## config.mk

```make
export PLATFORM = sky130hd
export DESIGN_NAME = secded_dec_pipe
export DESIGN_NICKNAME = d
export VERILOG_FILES = /design/src/rtl/secded_pkg.sv /design/src/rtl/secded_syn_calc.sv /design/src/rtl/secded_dec_pipe.sv
export SDC_FILE = /design/constraint.sdc
export NUM_CORES = 1
export LEC_CHECK = 0
export ABC_CLOCK_PERIOD_IN_PS = 8100
export CORE_MARGIN = 3
export CORE_UTILIZATION = 56
export DETAILED_ROUTE_END_ITERATION = 8
export HOLD_SLACK_MARGIN = 0.1
export PLACE_DENSITY = 0.85
export SYNTH_ARGS = -nofsm -noshare
export SYNTH_HDL_FRONTEND = slang
export SYNTH_SLANG_ARGS = --single-unit
```

## constraint.sdc

```tcl
create_clock -name clk -period 8.1 [get_ports clk]
set_input_delay 0.81 -clock clk [delete_from_list [all_inputs] [get_ports clk]]
set_output_delay 0.81 -clock clk [all_outputs]
set_load 0.02 [all_outputs]
```

## src/rtl/secded_pkg.sv

```systemverilog
// Shared constants and types for the Hsiao SEC-DED decoder family.
// Columns are odd-weight and distinct: all weight-3 patterns in ascending
// order, then the smallest weight-5 patterns for the 64-bit code.
package secded_pkg;

  typedef enum logic [1:0] {CLEAN, SGL_DATA, SGL_CHK, UNC} err_kind_t;

  localparam logic [6:0] H32_COLS [32] = '{
    7'h07, 7'h0B, 7'h0D, 7'h0E, 7'h13, 7'h15, 7'h16, 7'h19,
    7'h1A, 7'h1C, 7'h23, 7'h25, 7'h26, 7'h29, 7'h2A, 7'h2C,
    7'h31, 7'h32, 7'h34, 7'h38, 7'h43, 7'h45, 7'h46, 7'h49,
    7'h4A, 7'h4C, 7'h51, 7'h52, 7'h54, 7'h58, 7'h61, 7'h62
  };

  localparam logic [7:0] H64_COLS [64] = '{
    8'h07, 8'h0B, 8'h0D, 8'h0E, 8'h13, 8'h15, 8'h16, 8'h19,
    8'h1A, 8'h1C, 8'h23, 8'h25, 8'h26, 8'h29, 8'h2A, 8'h2C,
    8'h31, 8'h32, 8'h34, 8'h38, 8'h43, 8'h45, 8'h46, 8'h49,
    8'h4A, 8'h4C, 8'h51, 8'h52, 8'h54, 8'h58, 8'h61, 8'h62,
    8'h64, 8'h68, 8'h70, 8'h83, 8'h85, 8'h86, 8'h89, 8'h8A,
    8'h8C, 8'h91, 8'h92, 8'h94, 8'h98, 8'hA1, 8'hA2, 8'hA4,
    8'hA8, 8'hB0, 8'hC1, 8'hC2, 8'hC4, 8'hC8, 8'hD0, 8'hE0,
    8'h1F, 8'h2F, 8'h37, 8'h3B, 8'h3D, 8'h3E, 8'h4F, 8'h57
  };

  // Check width for a given data width
  function automatic int cw_of(input int dw);
    return (dw == 64) ? 8 : 7;
  endfunction

  // H-matrix column for data bit i, zero-extended to 8 bits
  function automatic logic [7:0] h_col(input int dw, input int i);
    if (dw == 64) return H64_COLS[i];
    return {1'b0, H32_COLS[i]};
  endfunction

endpackage

```

## src/rtl/secded_syn_calc.sv

```systemverilog
// Combinational syndrome generator: XOR of the H columns selected by the data
// bits, folded with the supplied check bits. With chk tied to 0 it produces
// the check bits for encoding.
module secded_syn_calc
  import secded_pkg::*;
#(
  parameter  int DW = 32,
  localparam int CW = cw_of(DW)
) (
  input  logic [DW-1:0] data,
  input  logic [CW-1:0] chk,
  output logic [CW-1:0] syn
);

  // Accumulate column parity over set data bits
  always_comb begin
    syn = chk;
    for (int i = 0; i < DW; i++) begin
      if (data[i]) syn = syn ^ CW'(h_col(DW, i));
    end
  end

endmodule

```

## src/rtl/secded_dec_pipe.sv

```systemverilog
// Two-stage pipelined Hsiao SEC-DED decoder with valid/ready flow control
// and saturating single/uncorrectable event counters.
module secded_dec_pipe
  import secded_pkg::*;
#(
  parameter  int DW    = 32,
  parameter  int CNT_W = 16,
  localparam int CW    = cw_of(DW)
) (
  input  logic             clk,
  input  logic             rst_n,
  input  logic             in_valid,
  output logic             in_ready,
  input  logic [DW+CW-1:0] in_cw,
  input  logic             corr_en,
  output logic             out_valid,
  input  logic             out_ready,
  output logic [DW-1:0]    out_data,
  output logic [CW-1:0]    out_syn,
  output logic             out_sgl,
  output logic             out_unc,
  input  logic             cnt_clr,
  output logic [CNT_W-1:0] sgl_cnt,
  output logic [CNT_W-1:0] unc_cnt
);

  if (DW != 32 && DW != 64) begin : g_dw_check
    $error("secded_dec_pipe: DW must be 32 or 64, got %0d", DW);
  end

  logic [CW-1:0] syn_p0;
  logic          vld_p1;
  logic [DW-1:0] data_p1;
  logic [CW-1:0] syn_p1;
  logic          corr_p1;
  err_kind_t     kind_p1;
  logic [DW-1:0] flip_p1;
  logic [DW-1:0] data_fix_p1;
  logic          s2_adv;
  logic          out_hs;

  // ---- stage 0 -> 1: syndrome from the incoming codeword ----
  secded_syn_calc #(.DW(DW)) u_syn (
    .data (in_cw[DW-1:0]),
    .chk  (in_cw[DW+CW-1:DW]),
    .syn  (syn_p0)
  );

  // S2 accepts when empty or draining; S1 accepts when empty or moving on
  assign s2_adv   = !out_valid || out_ready;
  assign in_ready = !vld_p1 || s2_adv;
  assign out_hs   = out_valid && out_ready;

  // S1 occupancy
  always_ff @(posedge clk or negedge rst_n) begin
    if (!rst_n)        vld_p1 <= 1'b0;
    else if (in_ready) vld_p1 <= in_valid;
  end

  // S1 payload; meaningful only while vld_p1 is set
  always_ff @(posedge clk) begin
    if (in_valid && in_ready) begin
      data_p1 <= in_cw[DW-1:0];
      syn_p1  <= syn_p0;
      corr_p1 <= corr_en;
    end
  end

  // ---- stage 1 -> 2: classify syndrome and correct ----
  // Classify: zero, weight-1 (check bit), data column match, else uncorrectable
  always_comb begin
    kind_p1 = CLEAN;
    flip_p1 = '0;
    if (syn_p1 == '0) begin
      kind_p1 = CLEAN;
    end else if ($onehot(syn_p1)) begin
      kind_p1 = SGL_CHK;
    end else begin
      kind_p1 = UNC;
      for (int i = 0; i < DW; i++) begin
        if (syn_p1 == CW'(h_col(DW, i))) begin
          kind_p1    = SGL_DATA;
          flip_p1[i] = 1'b1;
        end
      end
    end
  end

  assign data_fix_p1 = corr_p1 ? (data_p1 ^ flip_p1) : data_p1;

  // S2 output register; holds while stalled
  always_ff @(posedge clk or negedge rst_n) begin
    if (!rst_n) begin
      out_valid <= 1'b0;
      out_data  <= '0;
      out_syn   <= '0;
      out_sgl   <= 1'b0;
      out_unc   <= 1'b0;
    end else if (s2_adv) begin
      out_valid <= vld_p1;
      if (vld_p1) begin
        out_data <= data_fix_p1;
        out_syn  <= syn_p1;
        out_sgl  <= (kind_p1 == SGL_DATA) || (kind_p1 == SGL_CHK);
        out_unc  <= (kind_p1 == UNC);
      end
    end
  end

  // ---- error event counters: clear has priority, saturate at all-ones ----
  always_ff @(posedge clk or negedge rst_n) begin
    if (!rst_n) begin
      sgl_cnt <= '0;
      unc_cnt <= '0;
    end else if (cnt_clr) begin
      sgl_cnt <= '0;
      unc_cnt <= '0;
    end else if (out_hs) begin
      if (out_sgl && sgl_cnt != '1) sgl_cnt <= sgl_cnt + CNT_W'(1);
      if (out_unc && unc_cnt != '1) unc_cnt <= unc_cnt + CNT_W'(1);
    end
  end

endmodule

```

Word-level counts from Yosys, hierarchy flattened
Cells that the tools add are included.

$add $sub $neg: 8. Eq/ne operators: 38. Mux-type cells: 107. Bitwise operators: 33. Reduce and logical (&&, ||, !) cells: 16.

Operator list (number): $mux 16 (6); $mux 32 (3); $not 3->3 (32); $eq 7x7->1 const B (12); $mux 7 (12); $eq 7x6->1 const B (10); $mux 2 (34); $mux 6 (10); $eq 7x5->1 const B (6); $add 16x1->16 const B (2); $mux 1 (32); $ne 16x16->1 const B (2); $xor 32x32->32 (1); $mux 5 (6); $eq 7x4->1 const B (3); $mux 4 (3); $eq 7x3->1 const B (1); $logic_not 7->1 (1); $add 1x1->2 (3); $reduce_and 2->1 (3); $reduce_bool 2->1 (3); $eq 2x2->1 const B (2); $logic_and 1x1->1 (4); $add 2x1->3 (1); other kinds (7) (10).

Register bits after elaboration: 115. Bits of input ports: 45. Output and inout bits: 75. Word-level logic and storage cells: 213.

Depth between registers and ports, before layout
Depth in word-level cells: 64. Gate-level depth with buffers: 14. Gate-level depth less buffers: 12.

By module
Synthesis repeated with hierarchy kept, for this count alone.

Cells, all modules: 595. Area, all modules: 6284.8 sq um.

Modules (own cells, without submodules): secded_dec_pipe (instances 1, cells each 522, area each 5617.9 sq um, sequential area each 3078.0 sq um); secded_syn_calc (instances 1, cells each 73, area each 666.9 sq um, sequential area each 0.0 sq um).

Worst setup path before layout
Ideal clock, no wire load.

Path type: flip-flop to flip-flop. From: reg syn_p1[3]. To: reg out_sgl. Library setup time: 0.125 ns. Arrival time: 3.651 ns. Required time: 7.975 ns. Path slack: 4.325 ns. Stages on the path, launching flop included: 14. Path buffers: 2. Clock period less this slack: 3.775 ns. Path through: edfxtp_1 -> buf_2 -> buf_4 -> inv_1 -> fa_1 -> fa_1 -> inv_1 -> fa_1 -> fa_1 -> or3b_2 -> nor2_1 -> a31o_1 -> ha_1 -> mux2_2.

Word-level cells in the longest chain between the ends: 37. Elaborated cells between the ends (all ways): 74. Those cells by class: 3 x add/sub; 35 x eq/ne; 34 x mux; 2 x reduce/logical.

RTL lines: start, declared (RTL line secded_dec_pipe.sv:34) `logic [CW-1:0] syn_p1;`; start signal, assigned (RTL line secded_dec_pipe.sv:64) `syn_p1 <= syn_p0;`; $eq 7x3->1 (RTL line secded_dec_pipe.sv:81) `if (syn_p1 == CW'(h_col(DW, i))) begin`; $mux 2 (32 in a row) (RTL line secded_dec_pipe.sv:81); $mux 2 (RTL line secded_dec_pipe.sv:76) `end else if ($onehot(syn_p1)) begin`; $mux 2 * (RTL line secded_dec_pipe.sv:74) `if (syn_p1 == '0) begin`; $eq 2x1->1 or $eq 2x2->1 (tied branches) (RTL line secded_dec_pipe.sv:104) `out_sgl <= (kind_p1 == SGL_DATA) || (kind_p1 == SGL_CHK);`; $logic_or 1x1->1 * (RTL line secded_dec_pipe.sv:104); end signal, assigned (RTL line secded_dec_pipe.sv:104); end, declared (RTL line secded_dec_pipe.sv:20) `output logic out_sgl,`.

Mark *: on every way between the ends. The rest lies on a longest branch, timed or not. A chain may end at the register's enable or synchronous reset.

Worst setup path in the final report
From: reg syn_p1[3]. To: reg out_data[21].

Word-level cells in the longest chain between the ends: 8. Elaborated cells between the ends (all ways): 11. Those cells by class: 3 x add/sub; 2 x eq/ne; 4 x mux; 1 x bitwise; 1 x reduce/logical.

RTL lines: $add 1x1->2 (implied by the code) (RTL line secded_dec_pipe.sv:76); $add 2x2->3 (implied by the code) (RTL line secded_dec_pipe.sv:76); $add 3x3->3 (implied by the code) (RTL line secded_dec_pipe.sv:76); $eq 3x1->1 (RTL line secded_dec_pipe.sv:76); $mux 32 (RTL line secded_dec_pipe.sv:76); $mux 32 * (RTL line secded_dec_pipe.sv:74); $xor 32x32->32 * (RTL line secded_dec_pipe.sv:89) `assign data_fix_p1 = corr_p1 ? (data_p1 ^ flip_p1) : data_p1;`; $mux 32 * (RTL line secded_dec_pipe.sv:89); end signal, assigned (RTL line secded_dec_pipe.sv:102) `out_data <= data_fix_p1;`; end, declared (RTL line secded_dec_pipe.sv:18) `output logic [DW-1:0] out_data,`.

Marks and branches as above.

==> qor.csv <==
metric,value,unit
outcome,"complete, no violations",
share of flip-flops with an asynchronous set or reset,65.2,%
clk slew on worst S/H paths,60,ps
"Core Util, Final",75.5,%
PortBufs,119,
Slew HR,24.9,%
top-area cell type share of the netlist area,30.9,%
cell count after synthesis,577,
layout cells sized above 1,7.19,%
RSZ-0062 raised after global routing,false,
design area,7900,sq um
"setup slack, reg-to-reg",3810,ps
vias per cell,5.66,
# diodes,0,
VDD IR-drop max,0.145,mV
CTS tree,yes,
fin crit period,4290,ps
PnR Total Power,2150,uW
largest cells by area after synthesis,"dfrtp_1, edfxtp_1, xnor2_1, nor2_1, xor2_1",
Clock Sinks,115,
Max Slew Vio Count,0,
area of the core,10500,sq um
crit path to,out_data[21]$_DFFE_PN0P_,
"area leader, netlist",dfrtp_1,
routability cong.,0.900,
number of enable flip-flop cells after synthesis,40,
reg2reg start,syn_p1[3]$_DFFE_PP_,
GRT Residual Overflow,0,
Post-CTS Setup Inserts,0,
worst r2r path cells,12,
TritonCTS Buffers,17,
die area,12100,sq um
HPWL after DPL,11000,um
overall die width,110,um
worst hold slack,497,ps
Resize count post-CTS,0,
Nets,752,
worst setup path startpoint,syn_p1[3]$_DFFE_PP_,
starting density of the core,58.1,%
critical path endpoint category,flop,
vias in the first global route,4723,
setup TNS,0,ps
Highest Clock Rate,233,MHz
DRC,0,
clk buf depth,2,
Rows,37,
via count,4779,
Final ANT Viol Nets,0,
CP required,8460,ps
Final Cycle Share,53.0,%
Crit-path slowest cell,edfxtp_1,
hold crit path type,reg2reg,
Post-Syn Area,6080,sq um
"Avg Cell Area, Syn",10.5,sq um
"critical path, cell by cell","inv_1, fa_1, fa_1, inv_1, fa_1, fa_1, nor3b_1, nor3_1, nand2_1, nor2_1, xnor2_1, a21oi_1",
startpoint types,flop,
Area after DPL,7360,sq um
WL final,15500,um
Worst Skew,7.99,ps
global-route wire length before repair,23900,um
root buffer cell,clkbuf_8,
sequential fraction of the synthesis area,50.6,%
Syn Nets,633,
hold depth,1,
clk_lat worst skew,520,ps
cell mode on critical path,fa_1,
Pleak,0.00297,uW
r2r endpoint,out_data[21]$_DFFE_PN0P_,
ys flop type,dfrtp_1,
Worst Path Arrival,4650,ps
Crit path largest cell delay,780,ps
Ys Warns,0,
Fin. Hold Viols,0,
crit path kind,reg2reg,
DR pass1 iterations,6,
die height,110,um
CP Max Fanout,20,
number of max-cap violations,0,
cts hold-fix bufs,0,
final setup fails,0,
worst-margin pin slew,1120,ps
antenna violations before repair,0,
num ports,120,
Synth Register Bits,115,
WL/cell,18.3,um
largest net degree at the start of global routing,76,
Total GRT Usage,26.3,%
pwr dens,272,nW/um^2
H-tree levels,4,
library cells used by synthesis,48,
Initial DRC Count,583,
area delta synth->final,29.9,%
## final cells by class
cell class | count | area [sq um]
Sequential cell | 115 | 3080
Inverter | 12 | 45.0
Tap cell | 136 | 170
Fill cell | 748 | 2570
Clock buffer | 20 | 425
Timing Repair Buffer | 122 | 1210
Clock inverter | 12 | 115
Multi-Input combinational cell | 428 | 2850
## per-layer routing
metal / up-vias / GRT usage, % / part of all wire, %
met5: - / 0 / 0
met4: 0 / 11.2 / 2.9
met3: 40 / 5.59 / 7.7
met2: 253 / 43.8 / 49
met1: 2291 / 33.4 / 40
li1: 2195 / - / -
## registers in the layout, summed over array words and instances, names as in the netlist, 7 cells and up
name / flops
unc_cnt: 16
syn_p1: 7
out_syn: 7
out_data: 32
data_p1: 32
sgl_cnt: 16
## through the flow
stage	cells	setup slack, ps
2_1_floorplan	577	4320
3_3_place_gp	813	4130
3_5_place_dp	813	3930
4_1_cts	845	3870
5_1_grt	845	3610
6_report	845	3810
## placed cells by master (no fill, tap or decap), types with 10 or more instances in the layout
master and count:
mux2_2 10, inv_1 12, xor2_1 40, clkdlybuf4s50_1 118, xnor2_1 91, nand2_1 27, nand4_1 12, and3_1 10
nand3_1 24, nor2_1 94, edfxtp_1 40, a21oi_1 43, dfrtp_1 75, clkbuf_16 16
## worst min path at each step
stage                            from                     end  slack, ps
3_3_place_gp       vld_p1$_DFFE_PN0N_   out_valid$_DFFE_PN0P_        460
2_1_floorplan      vld_p1$_DFFE_PN0N_   out_valid$_DFFE_PN0P_        450
3_5_place_dp       vld_p1$_DFFE_PN0N_   out_valid$_DFFE_PN0P_        490
6_report           vld_p1$_DFFE_PN0N_   out_valid$_DFFE_PN0P_        500
5_1_grt        out_syn[0]$_DFFE_PN0P_  out_syn[0]$_DFFE_PN0P_        510
4_1_cts            vld_p1$_DFFE_PN0N_   out_valid$_DFFE_PN0P_        500
## critical path, delay by kind of cell (launching register included)
kind                     cells  cell delay [ps]
buffers and inverters        2              210
AO/OA/AOI/OAI                1               90
AND/OR/NAND/NOR              4              980
XOR/XNOR                     1              170
adder cells (fa/ha/maj)      4             1890
flip-flops                   1              780
## cell families (layout without fill, tap and decap cells)
group	after synthesis	after routing	synth area share, %
AOI/OAI and AO/OA	63	63	5.99
xor gates and xnor gates	131	131	18.9
adders and majority gates	11	11	2.76
buffers and inverters	34	166	2.43
DFF	115	115	50.6
muxes	14	14	2.51
and+or+nand+nor	209	209	16.8
## synthesized netlist by cell type (2+ instances only)
master and instances:
buf_1 3, dfrtp_1 75, mux2i_1 4, and3_1 10, nor3b_1 2, clkbuf_1 10, o21ai_0 5, edfxtp_1 40
nor2b_1 3, and2_1 4, nand4_2 3, o21ai_1 2, ha_1 7, xor2_1 40, nand2b_1 5, nor2_1 94
xnor2_1 91, nand3b_1 5, inv_1 12, mux2_2 10, nand3_1 24, o22ai_1 2, nand4_1 12, buf_2 7
o211ai_1 3, nand2_1 27, nor3_1 8, or3_1 4, a21oi_1 43, fa_1 4
## power breakdown
| part | switching [uW] | internal [uW] |
|---|---|---|
| combinational | 369 | 313 |
| clock | 255 | 431 |
| sequential | 89.0 | 692 |
| total | 714 | 1440 |
Note: power is estimated with default switching activity, not from simulation.
==> patch (same flow settings) <==
Set the parameter `CNT_W` to 32 (it was 16).
--- a/src/rtl/secded_dec_pipe.sv
+++ b/src/rtl/secded_dec_pipe.sv
@@ -4,7 +4,7 @@
   import secded_pkg::*;
 #(
   parameter  int DW    = 32,
-  parameter  int CNT_W = 16,
+  parameter  int CNT_W = 32,
   localparam int CW    = cw_of(DW)
 ) (
   input  logic             clk,
Interface: changed (resized sgl_cnt and unc_cnt); port bits go from 120 to 152. The function was not compared with the original's and may differ.
==> patch against the unedited design <==
Worst setup slack lost 330 ps; global-route usage shrank 0.88 points; final area grew 31%; sequential cell count grew 32; synthesized area grew 34%; clock power grew 16%; total power grew 12%; wire length grew 31%.
==> patch: results (changes against the unedited design) <==
metric,value,unit,change
global-route wire length before repair,32.9,mm,+37%
final RePlAce weighted congestion,0.927,,+3.0%
CP max stage delay,710,ps,-70 ps
total met3 wirelength after detailed routing,1.51,mm,+27%
number of vias per cell after detailed routing,5.95,,+5.3%
post-synthesis sequential area ratio,0.476,,-0.0308
"synthesized-area fraction occupied by ao, oa, aoi and oai cells",0.107,,+0.0470
library cells used by synthesis,54,,+13%
number of cells on the worst reg-to-reg path,11,,-1
pin count of the biggest net entering global routing,79,,+3.9%
result of the run,finished clean,,
met1 layer usage reported by global route,0.324,,-0.00955
layout cells sized above 1,0.0571,,-0.0148
aggregate routed wire length,20.2,mm,+31%
CTS root buf,sky130_fd_sc_hd__clkbuf_16,,
area share of xor/xnor cells in the synthesized design,0.134,,-0.0545
number of global-route vias before repair,6431,,+36%
met3 Usage GRT,0.0606,,+0.00472
initial DRC count,821,,+41%
Clock Skews,11.4,ps,+3.40 ps
static leakage,3.76,nW,+26%
GRT Total Usage,0.254,,-0.00883
metal2 WL,10.2,mm,+34%
met2 Track Usage GR,0.433,,-0.00423
fraction of the mapped netlist area in adder cells,0.0206,,-0.00702
synthesized netlist net count,876,,+38%
number of iterations in the first detailed-routing pass,5,,-1
worst reg-to-reg setup slack,3480,ps,-330 ps
share of synthesized flip-flops with an asynchronous set or reset,0.728,,+0.0757
"top cells by area, synth","sky130_fd_sc_hd__dfrtp_1, sky130_fd_sc_hd__edfxtp_1, sky130_fd_sc_hd__xnor2_1, sky130_fd_sc_hd__nand2_1, sky130_fd_sc_hd__nor2_1",,
type of the most critical hold path,in -> async,,
wl on met1,8.12,mm,+32%
instance area after placement,9730,µm²,+32%
nets,1006,,+34%
DPL Wire Length,14.1,mm,+29%
==> patch: changes by cell type after synthesis, moves of 15 or more <==
cell / change
sky130_fd_sc_hd__clkbuf_1: +26
sky130_fd_sc_hd__dfrtp_1: +32
sky130_fd_sc_hd__nand2_1: +52
sky130_fd_sc_hd__nor2_1: -38
sky130_fd_sc_hd__nor2b_1: +16
sky130_fd_sc_hd__o21ai_0: +28
sky130_fd_sc_hd__o21ai_1: +15
sky130_fd_sc_hd__o31ai_1: +22
sky130_fd_sc_hd__or4_1: +23
sky130_fd_sc_hd__xnor2_1: +18
sky130_fd_sc_hd__xor2_1: -24
==> patch: logic make-up (layout without fill, tap and decap cells) <==
group | count (synthesis) | after routing
AO/OA/AOI/OAI | 144 | 144
AND/OR/NAND/NOR | 314 | 314
multiplexers | 16 | 16
flip-flops | 147 | 147
XOR/XNOR | 125 | 125
buffers and inverters | 63 | 206
adder cells (fa/ha/maj) | 11 | 11
==> patch: worst reg2reg max path, stage by stage (launching register included) <==
cell	delay, ps
sky130_fd_sc_hd__edfxtp_1	710
sky130_fd_sc_hd__inv_1	240
sky130_fd_sc_hd__fa_1	500
sky130_fd_sc_hd__fa_1	490
sky130_fd_sc_hd__inv_1	50
sky130_fd_sc_hd__fa_1	370
sky130_fd_sc_hd__fa_1	420
sky130_fd_sc_hd__or3b_2	540
sky130_fd_sc_hd__o211ai_1	570
sky130_fd_sc_hd__nor4_1	170
sky130_fd_sc_hd__xnor2_1	280
sky130_fd_sc_hd__o21ai_0	120
==> patch: worst max-delay path by stage <==
stage	start	endpoint	slack [ps]
floorplan	syn_p1[3]	out_data[0]	4270
global placement	syn_p1[3]	out_data[19]	3780
detailed placement	syn_p1[3]	out_data[19]	3630
CTS	syn_p1[3]	out_data[16]	3550
global route	syn_p1[3]	out_data[16]	3330
finish	syn_p1[3]	out_data[16]	3480
==> patch: per-stage QoR <==
stage	util	hold WS, ps	worst slack [ps]	std cells
floorplan	-	457	4270	820
global placement	0.693	463	3780	1111
detailed placement	0.693	469	3630	1111
CTS	0.735	303	3550	1143
global route	0.735	315	3330	1143
finish	0.735	300	3480	1143
==> patch: layout make-up <==
cell class	instances	area, µm²
clock inverters	15	169
well taps	180	225
fillers	979	3720
multi-input cells	610	4020
repair buffers	156	1540
clock buffers	17	425
inverters	18	67.6
flip-flops and latches	147	3880
==> patch: power groups by stage <==
| stage | logic, mW | registers (mW) | clock network (mW) |
|---|---|---|---|
| floorplan | 0.407 | 0.963 | 0 |
| global placement | 0.655 | 0.949 | 0 |
| detailed placement | 0.667 | 0.951 | 0 |
| CTS | 0.674 | 0.938 | 0.805 |
| global route | 0.728 | 0.950 | 0.838 |
| finish | 0.672 | 0.940 | 0.795 |
